<file path="src/rtl/cpu_trace_pkg.sv">
// cpu_trace_pkg: shared state encoding and constants for the UART trace transmitter
package cpu_trace_pkg;
  typedef enum logic [2:0] {IDLE, START, DATA, PARITY, STOP} state_t;
  localparam int FRAME_BYTES = 5;
  localparam logic [7:0] SYNC_DEFAULT = 8'hA5;
endpackage

</file>
<file path="src/rtl/uart_tx_byte.sv">
// uart_tx_byte: single-byte UART serializer (start, 8 data LSB first, optional even parity, stop)
// Ports: Clk, Reset (sync, active-low), Load/Data (byte accepted when idle or on Done),
//        TX (serial line, idle high), Done (high in the last cycle of the stop bit).
// Optional even parity bit under UART_TRACE_PARITY_EN.
module uart_tx_byte
  import cpu_trace_pkg::*;
#(
  parameter int CLKS_PER_BIT = 868
) (
  input  logic       Clk,
  input  logic       Reset,
  input  logic       Load,
  input  logic [7:0] Data,
  output logic       TX,
  output logic       Done
);
  localparam int BW = CLKS_PER_BIT > 1 ? $clog2(CLKS_PER_BIT) : 1;
  state_t state, next;
  logic [BW-1:0] baud;
  logic [2:0] bit_idx;
  logic [7:0] shreg;
  logic tick, take;
`ifdef UART_TRACE_PARITY_EN
  logic par;
`endif
  assign tick = baud == BW'(CLKS_PER_BIT - 1);
  assign Done = state == STOP && tick;
  // a byte loaded in the final stop cycle starts with no gap
  assign take = Load && (state == IDLE || Done);
`ifdef UART_TRACE_PARITY_EN
  assign TX = state == START ? 1'b0 : state == DATA ? shreg[0] : state == PARITY ? par : 1'b1;
`else
  assign TX = state == START ? 1'b0 : state == DATA ? shreg[0] : 1'b1;
`endif
  always_comb begin
    next = state;
    case (state)
      IDLE:    next = take ? START : IDLE;
      START:   next = tick ? DATA : START;
`ifdef UART_TRACE_PARITY_EN
      DATA:    next = tick && bit_idx == 3'd7 ? PARITY : DATA;
      PARITY:  next = tick ? STOP : PARITY;
`else
      DATA:    next = tick && bit_idx == 3'd7 ? STOP : DATA;
`endif
      STOP:    next = tick ? (take ? START : IDLE) : STOP;
      default: next = IDLE;
    endcase
  end
  always_ff @(posedge Clk) begin
    if (!Reset) begin
      state   <= IDLE;
      baud    <= '0;
      bit_idx <= '0;
      shreg   <= '0;
    end else begin
      state <= next;
      baud  <= state == IDLE || tick ? '0 : baud + 1'b1;
      if (take) shreg <= Data;
      else if (state == DATA && tick) shreg <= shreg >> 1;
      if (state == DATA && tick) bit_idx <= bit_idx + 1'b1;
    end
  end
`ifdef UART_TRACE_PARITY_EN
  // parity taken at load time since the shift register consumes the data
  always_ff @(posedge Clk) begin
    if (!Reset) par <= 1'b0;
    else if (take) par <= ^Data;
  end
`endif
endmodule

</file>
<file path="src/rtl/uart_trace_tx.sv">
// uart_trace_tx: sends a 5-byte CPU state snapshot (sync, PC, instruction, acc, mem) over UART
// Ports: Clk, Reset (sync, active-low), Start (frame request), Program_counter/Instruction/Acc/Mem
//        (snapshot inputs), TX (serial out), Busy (frame in flight), Dropped (Start seen while Busy).
// Optional even parity bit per byte under UART_TRACE_PARITY_EN.
module uart_trace_tx
  import cpu_trace_pkg::*;
#(
  parameter int          CLKS_PER_BIT = 868,
  parameter logic [7:0]  SYNC_BYTE    = SYNC_DEFAULT
) (
  input  logic       Clk,
  input  logic       Reset,
  input  logic       Start,
  input  logic [4:0] Program_counter,
  input  logic [7:0] Instruction,
  input  logic [7:0] Acc,
  input  logic [7:0] Mem,
  output logic       TX,
  output logic       Busy,
  output logic       Dropped
);
  logic [31:0] snap;
  logic [2:0] byte_idx;
  logic accept, done, load, last;
  logic [7:0] data;
  assign accept = Start && !Busy;
  assign last = byte_idx == 3'(FRAME_BYTES - 1);
  assign load = accept || (done && !last);
  // when idle the sync byte goes out on accept; otherwise the next snapshot byte follows byte_idx
  assign data = !Busy ? SYNC_BYTE :
                byte_idx == 3'd0 ? snap[31:24] :
                byte_idx == 3'd1 ? snap[23:16] :
                byte_idx == 3'd2 ? snap[15:8] : snap[7:0];
  always_ff @(posedge Clk) begin
    if (!Reset) begin
      Busy     <= 1'b0;
      Dropped  <= 1'b0;
      byte_idx <= '0;
      snap     <= '0;
    end else begin
      Dropped <= Start && Busy;
      if (accept) begin
        Busy     <= 1'b1;
        byte_idx <= '0;
        snap     <= {3'b000, Program_counter, Instruction, Acc, Mem};
      end else if (done) begin
        Busy     <= !last;
        byte_idx <= last ? '0 : byte_idx + 1'b1;
      end
    end
  end
  uart_tx_byte #(.CLKS_PER_BIT(CLKS_PER_BIT)) u_byte (
    .Clk  (Clk),
    .Reset(Reset),
    .Load (load),
    .Data (data),
    .TX   (TX),
    .Done (done)
  );
endmodule

</file>
<file path="config.mk">
export PLATFORM = sky130hd
export DESIGN_NAME = uart_trace_tx
export DESIGN_NICKNAME = d
export VERILOG_FILES = /design/src/rtl/cpu_trace_pkg.sv /design/src/rtl/uart_tx_byte.sv /design/src/rtl/uart_trace_tx.sv
export SDC_FILE = /design/constraint.sdc
export NUM_CORES = 1
export LEC_CHECK = 0
export CAP_MARGIN = 20
export CORE_MARGIN = 2
export CORE_UTILIZATION = 57
export CTS_BUF_LIST = sky130_fd_sc_hd__clkbuf_4
export DETAILED_ROUTE_END_ITERATION = 8
export PLACE_DENSITY = 0.79
export SETUP_SLACK_MARGIN = 0.3
export SLEW_MARGIN = 20
export SYNTH_ARGS = -nofsm -noshare
export SYNTH_HDL_FRONTEND = slang
export SYNTH_SLANG_ARGS = --single-unit
</file>
<file path="constraint.sdc">
create_clock -name Clk -period 2 [get_ports Clk]
set_input_delay 0.3 -clock Clk [delete_from_list [all_inputs] [get_ports Clk]]
set_output_delay 0.3 -clock Clk [all_outputs]
set_load 0.03 [all_outputs]
</file>
==> metrics.txt <==
Die ar.=5350 um2; FP Rows=25; met1 global-route usage=30.6%; area grow syn2layout=32.1%; Least-Margin Pin Slew=0.708 ns; Synth warnings=0; WL/cell=14.9 um; clock insertion delay at the later pin of the skew report=0.40 ns; clk_skew=0.0128 ns; Final TNS setup=0 ns; crit path max fanout=8; Max Freq=580 MHz; number of global-route vias before repair=2297; pwr/cell area=644 nW/um2; total number of vias=2523; final worst slack=0.276 ns; initial drt markers=149; initial antenna violation count=0; hpwl dp=4.39 mm; CP peak stage delay=0.40 ns; critical-path cell list=inv_4 > ha_4 > buf_4 > nor3b_1 > nor3_1 > o22ai_1 > a31o_1 > a21oi_2; GR peak layer=met2; CTS tree=built; Final setup viols=0; cell family with most CP delay=compound AO/OA/AOI/OAI gates; ys async rst share=0%; Critical Path Start Type=flip-flop; Post-Synthesis Cells=336; hold path depth=3; most frequent cells after synthesis=78 x nand2_1, 58 x dfxtp_1, 44 x a21oi_1; hold path start=Instruction[4]; # diodes=0; Synth area leaders=dfxtp_1 43%, nand2_1 11%, a21oi_1 8.1%, nor2_1 3.3%, ha_1 3.2%; Root Buffer=clkbuf_4; pre-CTS WS=0.106 ns; Max clock buf depth=2; max-cap violations=0; FF+latch count, synth=58; Final Net Count=430; M3 GR Usage=5.11%; Routed Antenna Nets=0; Hold Vio Cnt, Final=0; WL final=6.68 mm; routability congestion estimate=0.849; I/O pin cnt=35; slowest CP cell=dfxtp_2; WS Path Type=reg2reg; Die H=73.2 um; Buf/Inv on CP=2; Synth Area per Inst=8.12 um2; Netlist cell types=49; core box area=4660 um2; DIE WIDTH=73.2 um; Worst Reg-to-Reg Cells=8; GRT Total Usage=25.2%; Yosys top cell area share=42.6%; H-tree levels=3; Rel. slew slack=52.7%; first-pass GRT wire length=10.3 mm; RSZ-0062 raised after global routing=true; Netlist Area Pre-Place=2730 um2; net count after synthesis=375; vias per std cell=5.62; GR Layer Usage met2=43.3%; CP Data Required Time=2.33 ns; Initial Utilization=58.5%; count leader, synth=nand2_1; Port Buf Inserts=34; Final Slew Violations=0; Worst path depth=8; status=finished clean; CP arrival=2.06 ns; largest net degree at the start of global routing=24; Setup crit end kind=flip-flop; placed instance count=417; crit path launch=byte_idx[0]; clock sinks=58; GRT Residual Overflow=0; LEAKAGE=1.40 nW; worst reg2reg path startpoint=byte_idx[0]; Post-synth EDFFs=0; sequential area share after synthesis=42.6%; Final period util=86.2%; Final Util=77.3%; CTS buffer count=9; DR pass1 iterations=4; VDD IR max=0.416 mV; Tightest Hold Check Type=in2reg; fraction of layout instances using a drive strength above 1=22.8%; leading area contributor after synthesis=dfxtp_1; Post-Layout Cell Count=449; min Tclk post-route=1.72 ns; ys flop type=dfxtp_1; Worst-path clk slew=0.09 ns; DRC Markers=0
==> layout make-up <==
cell class                      instances  area [um2]
Tap cell                               54        67.6
Clock buffer                           11        82.6
Clock inverter                          4        43.8
Sequential cell                        58        1180
Multi-Input combinational cell        251        1600
Fill cell                             334        1060
Inverter                                6        27.5
Timing Repair Buffer                   65         607
==> kinds of logic (layout without fill, tap and decap cells) <==
| family | count (synthesis) | after routing | share of synthesized area, % |
|---|---|---|---|
| and+or+nand+nor | 155 | 155 | 28.7 |
| AOI/OAI and AO/OA | 74 | 74 | 15.9 |
| DFF | 58 | 58 | 42.6 |
| buffers and inverters | 27 | 86 | 4.40 |
| xor gates and xnor gates | 9 | 9 | 2.89 |
| adders and majority gates | 7 | 7 | 3.21 |
| muxes | 6 | 6 | 2.34 |
==> registers in the layout (all words and copies together) (netlist names) <==
signal	count
snap	29
Dropped	1
byte_idx	3
u_byte.baud	10
u_byte.shreg	8
Busy	1
u_byte.state	3
u_byte.bit_idx	3
==> metrics by stage <==
| step | instance area [um2] | total power (W) | hold WS (ns) |
|---|---|---|---|
| after floorplan | 2730 | 0.00140 | 0.417 |
| after global placement | 3150 | 0.00151 | 0.441 |
| after detailed placement | 3150 | 0.00152 | 0.451 |
| after CTS | 3470 | 0.00232 | 0.424 |
| after global routing | 3600 | 0.00241 | 0.446 |
| final | 3600 | 0.00232 | 0.439 |
==> worst register-to-register path: stages (launching register included) <==
cell and delay [ns]:
dfxtp_2 0.40, inv_4 0.07, ha_4 0.19, buf_4 0.15
nor3b_1 0.13, nor3_1 0.24, o22ai_1 0.15, a31o_1 0.25
a21oi_2 0.11
==> routing by layer <==
| metal | vias up | routed length (um) |
|---|---|---|
| met2 | 67 | 3400 |
| li1 | 1253 | - |
| met3 | 14 | 226 |
| met5 | - | 0 |
| met1 | 1189 | 2900 |
| met4 | 0 | 144 |
==> power breakdown <==
group	switching (W)	internal (W)
logic	0.000127	0.000136
registers	0.0000397	0.00120
clock network	0.000420	0.000395
total	0.000586	0.00174
==> path summary, 6_finish.rpt <==
check	end	slack, ns
worst min-delay path	snap[20]	0.44
worst min register to register	snap[11]	0.46
worst max register to register	u_byte.shreg[2]	0.28
worst max-delay path	u_byte.shreg[2]	0.28
==> cell usage in the layout, fill, tap and decap left out, types with 4 or more instances in the layout <==
cell,count
nor2_1,24
nor2b_1,7
nand2_1,78
nor3_1,5
nor3b_1,6
buf_4,26
clkdlybuf4s50_1,32
xnor2_1,5
a21oi_2,4
o31ai_2,4
xor2_1,4
ha_4,4
dfxtp_1,50
dfxtp_2,6
a21oi_1,42
o21ai_0,4
nand3_1,7
clkbuf_4,11
==> timing repair <==
action                                  CTS  global route
buffers inserted                         13             3
endpoints found under the hold margin     0             0
endpoints found under the setup margin   14            14
cloned                                    0             1
pin swaps                                13             9
resized for setup                        29            28
hold buffers                              0             0
(Power assumes the default switching activity.)
